## config.mk

```make
export PLATFORM = sky130hd
export DESIGN_NAME = ras_ckpt
export DESIGN_NICKNAME = d
export VERILOG_FILES = /design/src/rtl/ras_ckpt.sv
export SDC_FILE = /design/constraint.sdc
export NUM_CORES = 1
export LEC_CHECK = 0
export CORE_MARGIN = 3
export CORE_UTILIZATION = 35
export DETAILED_ROUTE_END_ITERATION = 8
export PLACE_DENSITY_LB_ADDON = 0.1
export SETUP_SLACK_MARGIN = 0.5
export SYNTH_ARGS = -nofsm -noshare
export SYNTH_HDL_FRONTEND = slang
export SYNTH_SLANG_ARGS = --single-unit
```

## constraint.sdc

```tcl
create_clock -name s_clk_i -period 28.1 [get_ports s_clk_i]
set_input_delay 7.025 -clock s_clk_i [delete_from_list [all_inputs] [get_ports s_clk_i]]
set_output_delay 7.025 -clock s_clk_i [all_outputs]
set_load 0.005 [all_outputs]
```

## src/rtl/ras_ckpt.sv

```systemverilog
// Return address stack for the fetch-stage predictor with speculative push/pop
// and checkpoint repair. A circular array overwrites its oldest entry when a push arrives while it is full.
module ras_ckpt #(
   parameter  int DEPTH = 8,
   parameter  int AW    = 31,
   localparam int PW    = $clog2(DEPTH),
   localparam int CW    = 2*PW+1+AW
) (
   input  logic          s_clk_i,
   input  logic          s_reset_i,
   input  logic          s_flush_i,
   input  logic          s_invalidate_i,
   input  logic          s_enable_i,
   input  logic          s_push_i,
   input  logic          s_pop_i,
   input  logic [AW-1:0] s_push_addr_i,
   input  logic          s_restore_i,
   input  logic [CW-1:0] s_restore_ckpt_i,
   output logic          s_poped_o,
   output logic [AW-1:0] s_pop_addr_o,
   output logic          s_empty_o,
   output logic          s_full_o,
   output logic [CW-1:0] s_ckpt_o,
   output logic          s_ovf_o
);

   typedef struct packed {
      logic [PW:0]   count;
      logic [PW-1:0] ptr;
      logic [AW-1:0] top;
   } ckpt_t;

   localparam logic [PW:0]   FULL_CNT = (PW+1)'(DEPTH);
   localparam logic [PW:0]   CNT_ONE  = 1;
   localparam logic [PW-1:0] PTR_ONE  = 1;

   logic [AW-1:0] mem [DEPTH];
   logic [PW-1:0] ptr, ptr_nxt, wr_idx;
   logic [PW:0]   count, count_nxt;
   logic [AW-1:0] wr_data;
   logic          wr_en, ovf_nxt, empty, full;
   ckpt_t         rst_ckpt;

   assign rst_ckpt = ckpt_t'(s_restore_ckpt_i);
   assign empty    = (count == '0);
   assign full     = (count == FULL_CNT);

   assign s_empty_o    = empty;
   assign s_full_o     = full;
   assign s_pop_addr_o = mem[ptr];
   assign s_ckpt_o     = {count, ptr, mem[ptr]};
   assign s_poped_o    = s_pop_i & ~s_push_i & s_enable_i & ~s_flush_i
                       & ~s_restore_i & ~s_invalidate_i & ~empty;

   // NOTE: every output of this block gets a default first, so no path can infer a latch.
   always_comb begin
      ptr_nxt   = ptr;
      count_nxt = count;
      wr_en     = 1'b0;
      wr_idx    = ptr;
      wr_data   = s_push_addr_i;
      ovf_nxt   = 1'b0;
      if (s_invalidate_i) begin
         ptr_nxt   = '0;
         count_nxt = '0;
      end else if (s_restore_i) begin
         // The checkpoint carries the top entry because a later push may have overwritten that slot.
         ptr_nxt   = rst_ckpt.ptr;
         count_nxt = rst_ckpt.count;
         wr_en     = 1'b1;
         wr_idx    = rst_ckpt.ptr;
         wr_data   = rst_ckpt.top;
      end else if (!s_flush_i) begin
         if (s_push_i && s_pop_i && !empty) begin
            wr_en = 1'b1;
         end else if (s_push_i) begin
            ptr_nxt   = ptr + PTR_ONE;
            wr_idx    = ptr + PTR_ONE;
            wr_en     = 1'b1;
            count_nxt = full ? count : count + CNT_ONE;
            ovf_nxt   = full;
         end else if (s_pop_i && !empty) begin
            ptr_nxt   = ptr - PTR_ONE;
            count_nxt = count - CNT_ONE;
         end
      end
   end

   // NOTE: sequential state uses non-blocking assignments only, so every register samples the same pre-edge values.
   always_ff @(posedge s_clk_i or posedge s_reset_i) begin
      if (s_reset_i) begin
         ptr     <= '0;
         count   <= '0;
         s_ovf_o <= 1'b0;
      end else begin
         ptr     <= ptr_nxt;
         count   <= count_nxt;
         s_ovf_o <= ovf_nxt;
      end
   end

   // NOTE: the array is reset here so that s_pop_addr_o and s_ckpt_o read zero after reset.
   always_ff @(posedge s_clk_i or posedge s_reset_i) begin
      if (s_reset_i) begin
         for (int i = 0; i < DEPTH; i++) mem[i] <= '0;
      end else if (wr_en) begin
         mem[wr_idx] <= wr_data;
      end
   end

endmodule

```

Word-level counts from Yosys, hierarchy flattened

Cells that the tools add are included.

Register bits: 256
Bits of input ports: 77
Output and inout port bits: 73
Word-level logic and storage cells: 80

Add/subtract/negate cells: 4
Order comparisons: 3
Equality and inequality tests: 4
Multiplexer cells: 36
Bitwise operators: 13
Reductions and logical operators: 9

Operators with widths:

| cell                | count |
|---|---|
| $bwmux 248          | 1 |
| $mux 31             | 5 |
| $bmux 31 s3         | 1 |
| $demux 31 s3        | 1 |
| $mux 3              | 11 |
| $mux 4              | 7 |
| $mux 1              | 10 |
| $ge 4x4->1 const B  | 2 |
| $not 3->4           | 2 |
| $and 1x1->1         | 6 |
| $not 1->1           | 5 |
| $add 4x1->4 const B | 1 |
| $eq 4x4->1 const B  | 1 |
| $logic_and 1x1->1   | 4 |
| $logic_not 4->1     | 1 |
| $lt 4x1->1 const B  | 1 |
| $ne 4x4->1 const B  | 1 |
| $reduce_and 4->1    | 1 |
| $reduce_bool 4->1   | 1 |
| $sub 4x1->4 const B | 1 |
| $add 3x1->3 const B | 1 |
| $ne 3x1->1 const B  | 1 |
| $ne 3x3->1 const B  | 1 |
| $reduce_and 3->1    | 1 |
| other kinds (2)     | 2 |

Logic depth before layout (Yosys ltp)

Gate-level depths: netlist (run 1).

Depth in word-level cells: 13
Depth in mapped cells: 8
Depth with buffers taken out: 7

Worst setup path before layout (run 1)

Ideal clock, no wire load.

Path type: in2out
From: input port s_push_i
To: output port s_poped_o
Data arrival time: 7708 ps
Required time: 21075 ps
Path slack: 13367 ps
Cell stages on the path: 4
Path buffers: 1
Cell sequence: buf_2 -> inv_1 -> nand2_1 -> nor4bb_1

Longest elaborated chain between the ends: 7

RTL lines:

| what                      | line | text |
|---|---|---|
| start: declaration        | 14   | `input logic s_push_i,` |
| $not 1->1                 | 52   | `assign s_poped_o = s_pop_i & ~s_push_i & s_enable_i & ~s_flush_i` |
| $and 1x1->1 (3 in series) | 52   |  |
| $and 1x1->1 (3 in series) | 53   | `& ~s_restore_i & ~s_invalidate_i & ~empty;` |
| end: declaration          | 19   | `output logic s_poped_o,` |

No other way between the ends.

Final worst setup path (run 1)

From: input port s_restore_i
To: output port s_poped_o

Longest elaborated chain between the ends: 4

RTL lines:

| what                      | line | text |
|---|---|---|
| start: declaration        | 17   | `input logic s_restore_i,` |
| $not 1->1                 | 53   |  |
| $and 1x1->1 (3 in series) | 53   |  |

No other way between the ends.

==> results.tsv, run 1 <==
metric	value	unit
status	finished, final reports clean	
die_w	196	um
ant_nets	0	
setup-violations-final	0	
whs_path_depth	1	
synthesis.area	12700	um2
final_area	15300	um2
critPathCaptureType	primary output	
via_count	7179	
cts_tree	yes	
synthMuxAreaShare	40.0	%
drt_iter0_drc	217	
clk_latency	550	ps
cp_top_family	buffers and inverters	
fmax	63.0	MHz
hp-class	reg -> reg	
path_max_fanout	21	
core_area	35700	um2
slowest_stage	clkdlybuf4s50_1	
synth_cell_type_count	52	
start_kind	input port	
cpMostUsedCell	clkdlybuf4s50_1	
ys_seq_area_share	50.6	%
required	21080	ps
final_common_cell	mux2_2	
worst_slew_pin_slew	1080	ps
tns	0	ps
grt_pass1_wl	47.1	mm
synth_fa_ha_area_share	0.553	%
p_per_area	93.7	nW/um2
hold_slack	486	ps
fin_skew	24.6	ps
crit_path_cell_trace	clkdlybuf4s50_1, nor2_1, nor4bb_1, clkdlybuf4s50_1	
syn_inst	803	
first_pass_iters	4	
critPathMaxStageDelay	790	ps
postRouteWirelength	29.4	mm
synthXorXnorAreaFrac	0.277	%
route.detailed.drc	0	
p_leak	0.00644	uW
cts_setup_buffers	0	
layout.nets	995	
fillers	3235	
gp_congestion	0.738	
clock_path_buffers	3	
postCtsHoldBufs	0	
routed_via_density	5.14	
slew_headroom	28.1	%
dp_slack	12240	ps
grt_pass1_vias	7811	
placed_area	14300	um2
maxCapViolCount	0	
synth_compound_area_share	1.79	%
path_clk_slew	60	ps
critical_path_depth	4	
ys_warn_count	0	
initial_core_util	35.5	%
fin_ws	12240	ps
ir_drop	0.0000484	V
cts_resized	0	
syn_area_per_cell	15.8	um2
ys_ff_latch	256	
drt-wirelength-per-cell	21.0	um
ctsRootBufferMaster	clkbuf_16	
register_area	6410	um2
cts_buffers	30	
dominantRegCellSynth	dfrtp_1	
syn_to_final_growth	21.0	%
clock-sinks	256	
critPathKind	in -> out	
io_pins	150	
r2r_cells	6	
async_reset_ff_share	100	%
rsz0062_at_grt	false	
synth_fp_nets	885	
p_total	1440	uW
io_buffers	149	
multi_input_area	5710	um2
dieHeight	196	um
grt_max_degree	169	
track_usage	15.5	%
synth_top_family_by_area	multiplexers	
drv_slew	0	
synth_edf_count	0	
crit_arrival	8840	ps
synthSimpleGateAreaFrac	2.33	%
hold_viol_final	0	
cp.buffers_inverters	2	
antenna_found_initial	1	
antenna_cells	0	
rows	69	
dp_hpwl	17.1	mm
htree_levels	1	
drive_above_1_share	45.9	%
finalCritPeriodShare	56.4	%
grt-ovfl-total	0	
mostFrequentLayoutCells	mux2_2, dfrtp_1, clkdlybuf4s50_1, mux4_2	
min_period	15860	ps
die_area	38500	um2
-- report_power, final --
| part | internal, uW | total (uW) | switching, uW |
|---|---|---|---|
| sequential | 523 | 598 | 75.7 |
| clock | 240 | 390 | 150 |
| combinational | 308 | 447 | 139 |
| total | 1070 | 1440 | 365 |
-- final cells by class --
class | count | area share, %
clock buffers | 45 | 5.66
clock inverters | 10 | 0.907
inverters | 8 | 0.245
multi-input cells | 458 | 37.3
flip-flops and latches | 256 | 41.9
well taps | 461 | 3.77
repair buffers | 159 | 10.3
-- metrics by stage --
| stage | util (%) | instances |
|---|---|---|
| 6_report | 43.0 | 1397 |
| 5_1_grt | 43.0 | 1397 |
| 4_1_cts | 43.0 | 1397 |
| 3_5_place_dp | 40.1 | 1342 |
| 3_3_place_gp | 40.1 | 1342 |
| 2_1_floorplan | - | 803 |
-- path summary, 6_finish.rpt --
path | from | endpoint | slack (ps)
setup / recovery | s_restore_i | s_poped_o | 12240
hold / removal | mem[217]$_DFFE_PP0P_ | mem[217]$_DFFE_PP0P_ | 490
setup reg to reg | ptr[0]$_DFFE_PP0P_ | mem[72]$_DFFE_PP0P_ | 24490
hold reg to reg | mem[217]$_DFFE_PP0P_ | mem[217]$_DFFE_PP0P_ | 490
max in group asynchronous | s_reset_i | mem[105]$_DFFE_PP0P_ | 19660
min in group asynchronous | s_reset_i | mem[242]$_DFFE_PP0P_ | 6980
-- synthesized netlist by cell type, types with 4 or more instances --
library cell / n / share of area [%]
dfrtp_1: 256 / 51
mux2_1: 20 / 1.8
mux4_2: 62 / 11
buf_2: 12 / 0.47
buf_4: 43 / 2.5
mux2_2: 265 / 24
o21ai_0: 4 / 0.16
nand4_1: 4 / 0.20
ha_1: 4 / 0.40
nand2_1: 5 / 0.15
xnor2_1: 4 / 0.28
clkbuf_1: 16 / 0.47
a21oi_1: 4 / 0.16
buf_1: 6 / 0.18
nor2_1: 12 / 0.36
inv_1: 8 / 0.24
mux2_4: 30 / 3.6
-- routing by layer --
layer | track usage [%] | vias up | wire length (um)
li1 | - | 3202 | -
met2 | 26.1 | 119 | 14200
met4 | 2.64 | 2 | 418
met1 | 21.7 | 3824 | 13800
met5 | 0 | - | 19
met3 | 2.30 | 32 | 951
-- cell families (layout without fill, tap and decap cells) --
group / Yosys count / in the layout
adders and majority gates: 5 / 5
buffers and inverters: 89 / 222
xor gates and xnor gates: 4 / 4
and+or+nand+nor: 47 / 47
DFF: 256 / 256
AOI/OAI and AO/OA: 24 / 24
muxes: 378 / 378
-- flip-flops by register name, summed over array words and instances (netlist names) --
signal / count
ptr: 3
mem: 248
s_ovf_o: 1
count: 4
(Power assumes the default switching activity.)
==> inputs of run 2 (changes only) <==
==> constraint.sdc (replaced) <==
create_clock -name s_clk_i -period 15.45 [get_ports s_clk_i]
set_input_delay 3.8625 -clock s_clk_i [delete_from_list [all_inputs] [get_ports s_clk_i]]
set_output_delay 3.8625 -clock s_clk_i [all_outputs]
set_load 0.005 [all_outputs]
==> run 2 against run 1 <==
  * Utilization down 0.19 points
  * Wire length down 0.23%
  * Critical path depth stayed put
  * Final area fell by 0.45%
  * Sequential share of layout area rose by 0.19 points
  * Total power is 79% higher
  * Worst setup slack got worse by 6400 ps
  * Via count is 0.42% lower
==> results.tsv, run 2 (synthesized netlist as in run 1, its figures left out) <==
metric	value	unit
required	11590	ps
hold_viol_final	0	
critPathKind	in -> out	
rsz0062_at_grt	false	
gp_congestion	0.741	
drt_iter0_drc	272	
routed_via_density	5.12	
p_leak	0.00641	uW
largest_reg_flops	248	
hold_slack	486	ps
drive_above_1_share	46.0	%
rows	69	
start_kind	input port	
reg_top3	mem: 248 flops, count: 4 flops, ptr: 3 flops	
setup-violations-final	0	
initial_core_util	35.5	%
htree_levels	1	
core_area	35700	um2
hp-class	reg -> reg	
clk_latency	550	ps
tns	0	ps
postCtsHoldBufs	0	
dieHeight	196	um
grt_pass1_vias	7685	
via_count	7149	
drv_slew	0	
first_pass_iters	4	
grt_max_degree	170	
min_period	9570	ps
antenna_cells	0	
path_clk_slew	60	ps
ant_nets	0	
cts_setup_buffers	0	
antenna_found_initial	1	
die_w	196	um
status	finished, final reports clean	
layout.nets	994	
ctsRootBufferMaster	clkbuf_16	
grt-ovfl-total	0	
route.detailed.drc	0	
mostFrequentLayoutCells	mux2_2, dfrtp_1, clkdlybuf4s50_1, mux4_2, mux2_4	
grt_pass1_wl	46.5	mm
crit_arrival	5710	ps
fillers	3260	
clock_path_buffers	3	
ir_drop	0.0000896	V
cts_buffers	29	
path_max_fanout	21	
fin_skew	15.2	ps
track_usage	15.3	%
drt-wirelength-per-cell	21.0	um
largest-register	mem	
dp_hpwl	16.9	mm
final_common_cell	mux2_2	
cts_tree	yes	
critPathCaptureType	primary output	
finalCritPeriodShare	62.0	%
cts_resized	0	
dp_slack	5880	ps
p_total	2570	uW
slew_headroom	27.9	%
worst_slew_pin_slew	1080	ps
io_buffers	149	
die_area	38500	um2
postRouteWirelength	29.3	mm
fmax	104	MHz
maxCapViolCount	0	
syn_to_final_growth	20.4	%
p_per_area	168	nW/um2
io_pins	150	
clock-sinks	256	
fin_ws	5880	ps
## run 2: metrics by stage
step                      instances  instance area [um2]  util, %
after floorplan                 803                12700        -
after global routing           1395                15300     42.8
final                          1395                15300     42.8
after global placement         1342                14300     40.1
after CTS                      1395                15300     42.8
after detailed placement       1342                14300     40.1
## run 2: layout make-up
class | instances | area [um2] | area share [%]
Multi-Input combinational cell | 458 | 5710 | 37.4
Clock inverter | 6 | 33.8 | 0.222
Tap cell | 461 | 577 | 3.78
Inverter | 8 | 37.5 | 0.246
Sequential cell | 256 | 6410 | 42.1
Clock buffer | 47 | 903 | 5.92
Timing Repair Buffer | 159 | 1580 | 10.4
## run 2: worst max-delay path, stage by stage
cell,delay [ps]
clkdlybuf4s50_1,780
nor2_1,250
nor4bb_1,260
clkdlybuf4s50_1,550
## run 2: metal layers
metal / up-vias / track usage [%] / routed length, um
li1: 3198 / - / -
met4: 2 / 3.06 / 391
met1: 3799 / 22.4 / 14100
met3: 34 / 2.27 / 1050
met2: 116 / 24.5 / 13800
met5: - / 0 / 13
## run 2: power by group
| group | leakage, uW | switching (uW) | internal [uW] |
|---|---|---|---|
| Combinational | 0.00278 | 250 | 560 |
| Sequential | 0.00316 | 140 | 951 |
| Clock | 0.000469 | 270 | 396 |
| Total | 0.00641 | 659 | 1910 |
## run 2: final timing paths
| kind | from | slack (ps) | endpoint | depth (start not counted) |
|---|---|---|---|---|
| worst min register to register | mem[217]$_DFFE_PP0P_ | 490 | mem[217]$_DFFE_PP0P_ | 1 |
| worst min-delay path | mem[217]$_DFFE_PP0P_ | 490 | mem[217]$_DFFE_PP0P_ | 1 |
| worst max register to register | ptr[0]$_DFFE_PP0P_ | 11880 | mem[72]$_DFFE_PP0P_ | 6 |
| max in group asynchronous | s_reset_i | 10190 | ptr[1]$_DFFE_PP0P_ | 3 |
| min in group asynchronous | s_reset_i | 3800 | mem[242]$_DFFE_PP0P_ | 2 |
| worst max-delay path | s_restore_i | 5880 | s_poped_o | 4 |
==> patch (config.mk and constraints of run 1) <==
The output `s_ovf_o` loses its register stage (`s_ovf_o` becomes a continuous assignment).
--- a/src/rtl/ras_ckpt.sv
+++ b/src/rtl/ras_ckpt.sv
@@ -91,13 +91,13 @@
       if (s_reset_i) begin
          ptr     <= '0;
          count   <= '0;
-         s_ovf_o <= 1'b0;
       end else begin
          ptr     <= ptr_nxt;
          count   <= count_nxt;
-         s_ovf_o <= ovf_nxt;
       end
    end
+
+   assign s_ovf_o = ovf_nxt;
 
    // NOTE: the array is reset here so that s_pop_addr_o and s_ckpt_o read zero after reset.
    always_ff @(posedge s_clk_i or posedge s_reset_i) begin
Behaviour: not the same (Yosys sat finds a counterexample within 4 cycles, from zero or initial values and one cycle with s_reset_i high).
==> patch against run 1 <==
- total power is 2.0% lower
- maximum frequency is 1.6% lower
- synthesized area is 0.20% lower
- die area is 0.19% lower
- synthesized cell count is 0.12% lower
- sequential cell count is 1 lower
- sequential power hardly changed
- global-route usage is 0.21 points lower
- worst setup slack worse by 0.25 ns
- clock power is 6.7% lower
- wire length is 1.1% lower
- non-clock buffer count is 2 higher
- count of clock-buffer cells in the layout stayed put
- cell area is 0.77% lower
- critical path type unchanged
- critical endpoint is now s_ovf_o
- highest routed layer is now met4
==> patch: results (changes against run 1) <==
Port Buffers - 149 (unchanged)
Worst-path clk slew - 0.06 ns (about the same)
Leading registers by flop count - mem (248), count (4), ptr (3)
Antenna violations before repair - 0 (-1)
Reg2reg end - mem[138]$_DFFE_PP0P_
H-tree levels - 1 (unchanged)
Share of post-route cells with drive strength above 1 - 0.459 (-0.000666)
Post-synthesis net count - 884 (-0.11%)
Crit path DAT - 9.09 ns (+0.25 ns)
Vias per std cell - 5.13 (about the same)
Post-synth top cells - mux2_2 (265), dfrtp_1 (255), mux4_2 (62)
Synth Area in XOR/XNOR - 0.00277 (+0.00000548)
Asr flop ratio synth - 1.00 (unchanged)
Leak - 6.39 nW (-0.76%)
Reg2reg start - ptr[1]$_DFFE_PP0P_
Relative slew slack - 0.266 (-0.0148)
Outcome - completed
Buffer depth of the longest clock path - 3 (unchanged)
DRT Pass-1 Iters - 6 (+2)
Critical path origin - s_push_i
Total routed wirelength - 29100 um (-1.1%)
CTS root buffer - clkbuf_16
Initial DRC count - 214 (-1.4%)
Number of global-route vias before repair - 7814 (+0.038%)
Slowest stage delay, CP - 0.69 ns (-0.10 ns)
Antenna diode count - 0 (unchanged)
Worst path slowest cell - clkdlybuf4s50_1
Sequential-to-total area share from yosys stat - 0.505 (-0.000978)
Min-delay src - mem[72]$_DFFE_PP0P_
Cts bufs inserted - 29 (-3.3%)
Critical Path End - s_ovf_o
FF-to-FF setup slack - 23.74 ns (-0.75 ns)
Worst reg-to-reg path cell count - 7 (+1)
Synth unique cells - 52 (unchanged)
Area share of fa/ha/maj cells after synthesis - 0.00554 (+0.0000110)
Hold Crit Depth - 1 (unchanged)
Hold WS - 0.489 ns (+0.00290 ns)
Clock Skew - 0.0195 ns (-0.00513 ns)
Power Clock - 364 uW (-6.7%)
Seq pwr share - 0.425 (+0.008)
Hold buffers post-CTS - 0 (unchanged)
Synth Area in Compound Gates - 0.0179 (+0.0000354)
Routability Congestion - 0.741 (+0.35%)
PD cells - 92.5 nW/um2 (-1.2%)
Hold endpoint - mem[72]$_DFFE_PP0P_
Total Routing Usage GR - 0.153 (-0.00214)
Mux contribution to synthesized area - 0.401 (+0.000792)
Largest net degree at the start of global routing - 111 (-34%)
First-pass GRT wire length - 46400 um (-1.4%)
Synth top area cells - dfrtp_1 (50%), mux2_2 (24%), mux4_2 (11%)
Power Internal - 1.05 mW (-2.3%)
Post-DP HPWL - 17400 um (+1.4%)
Worst Path Max Fanout - 9 (-57%)
Max IR drop VDD - 0.0459 mV (-5.1%)
patch: final cells by class:
| type | instances | area (um2) |
|---|---|---|
| Clock buffer | 45 | 856 |
| Sequential cell | 255 | 6390 |
| Tap cell | 455 | 569 |
| Inverter | 8 | 37.5 |
| Fill cell | 3198 | 19900 |
| Multi-Input combinational cell | 458 | 5710 |
| Clock inverter | 6 | 62.6 |
| Timing Repair Buffer | 161 | 1580 |
patch: stage by stage:
stage / utilization / setup WS [ns] / cell area [um2] / std cells
after floorplan: - / 13.16 / 12600 / 802
after global placement: 0.407 / 12.03 / 14300 / 1337
after detailed placement: 0.407 / 11.99 / 14300 / 1337
after CTS: 0.434 / 11.99 / 15200 / 1388
after global routing: 0.434 / 11.83 / 15200 / 1388
final: 0.434 / 11.99 / 15200 / 1388
patch: routing by layer:
metal,share of wire,GRT usage
met1,0.45,0.213
met2,0.50,0.258
met3,0.032,0.0196
met4,0.015,0.0306
met5,0,0
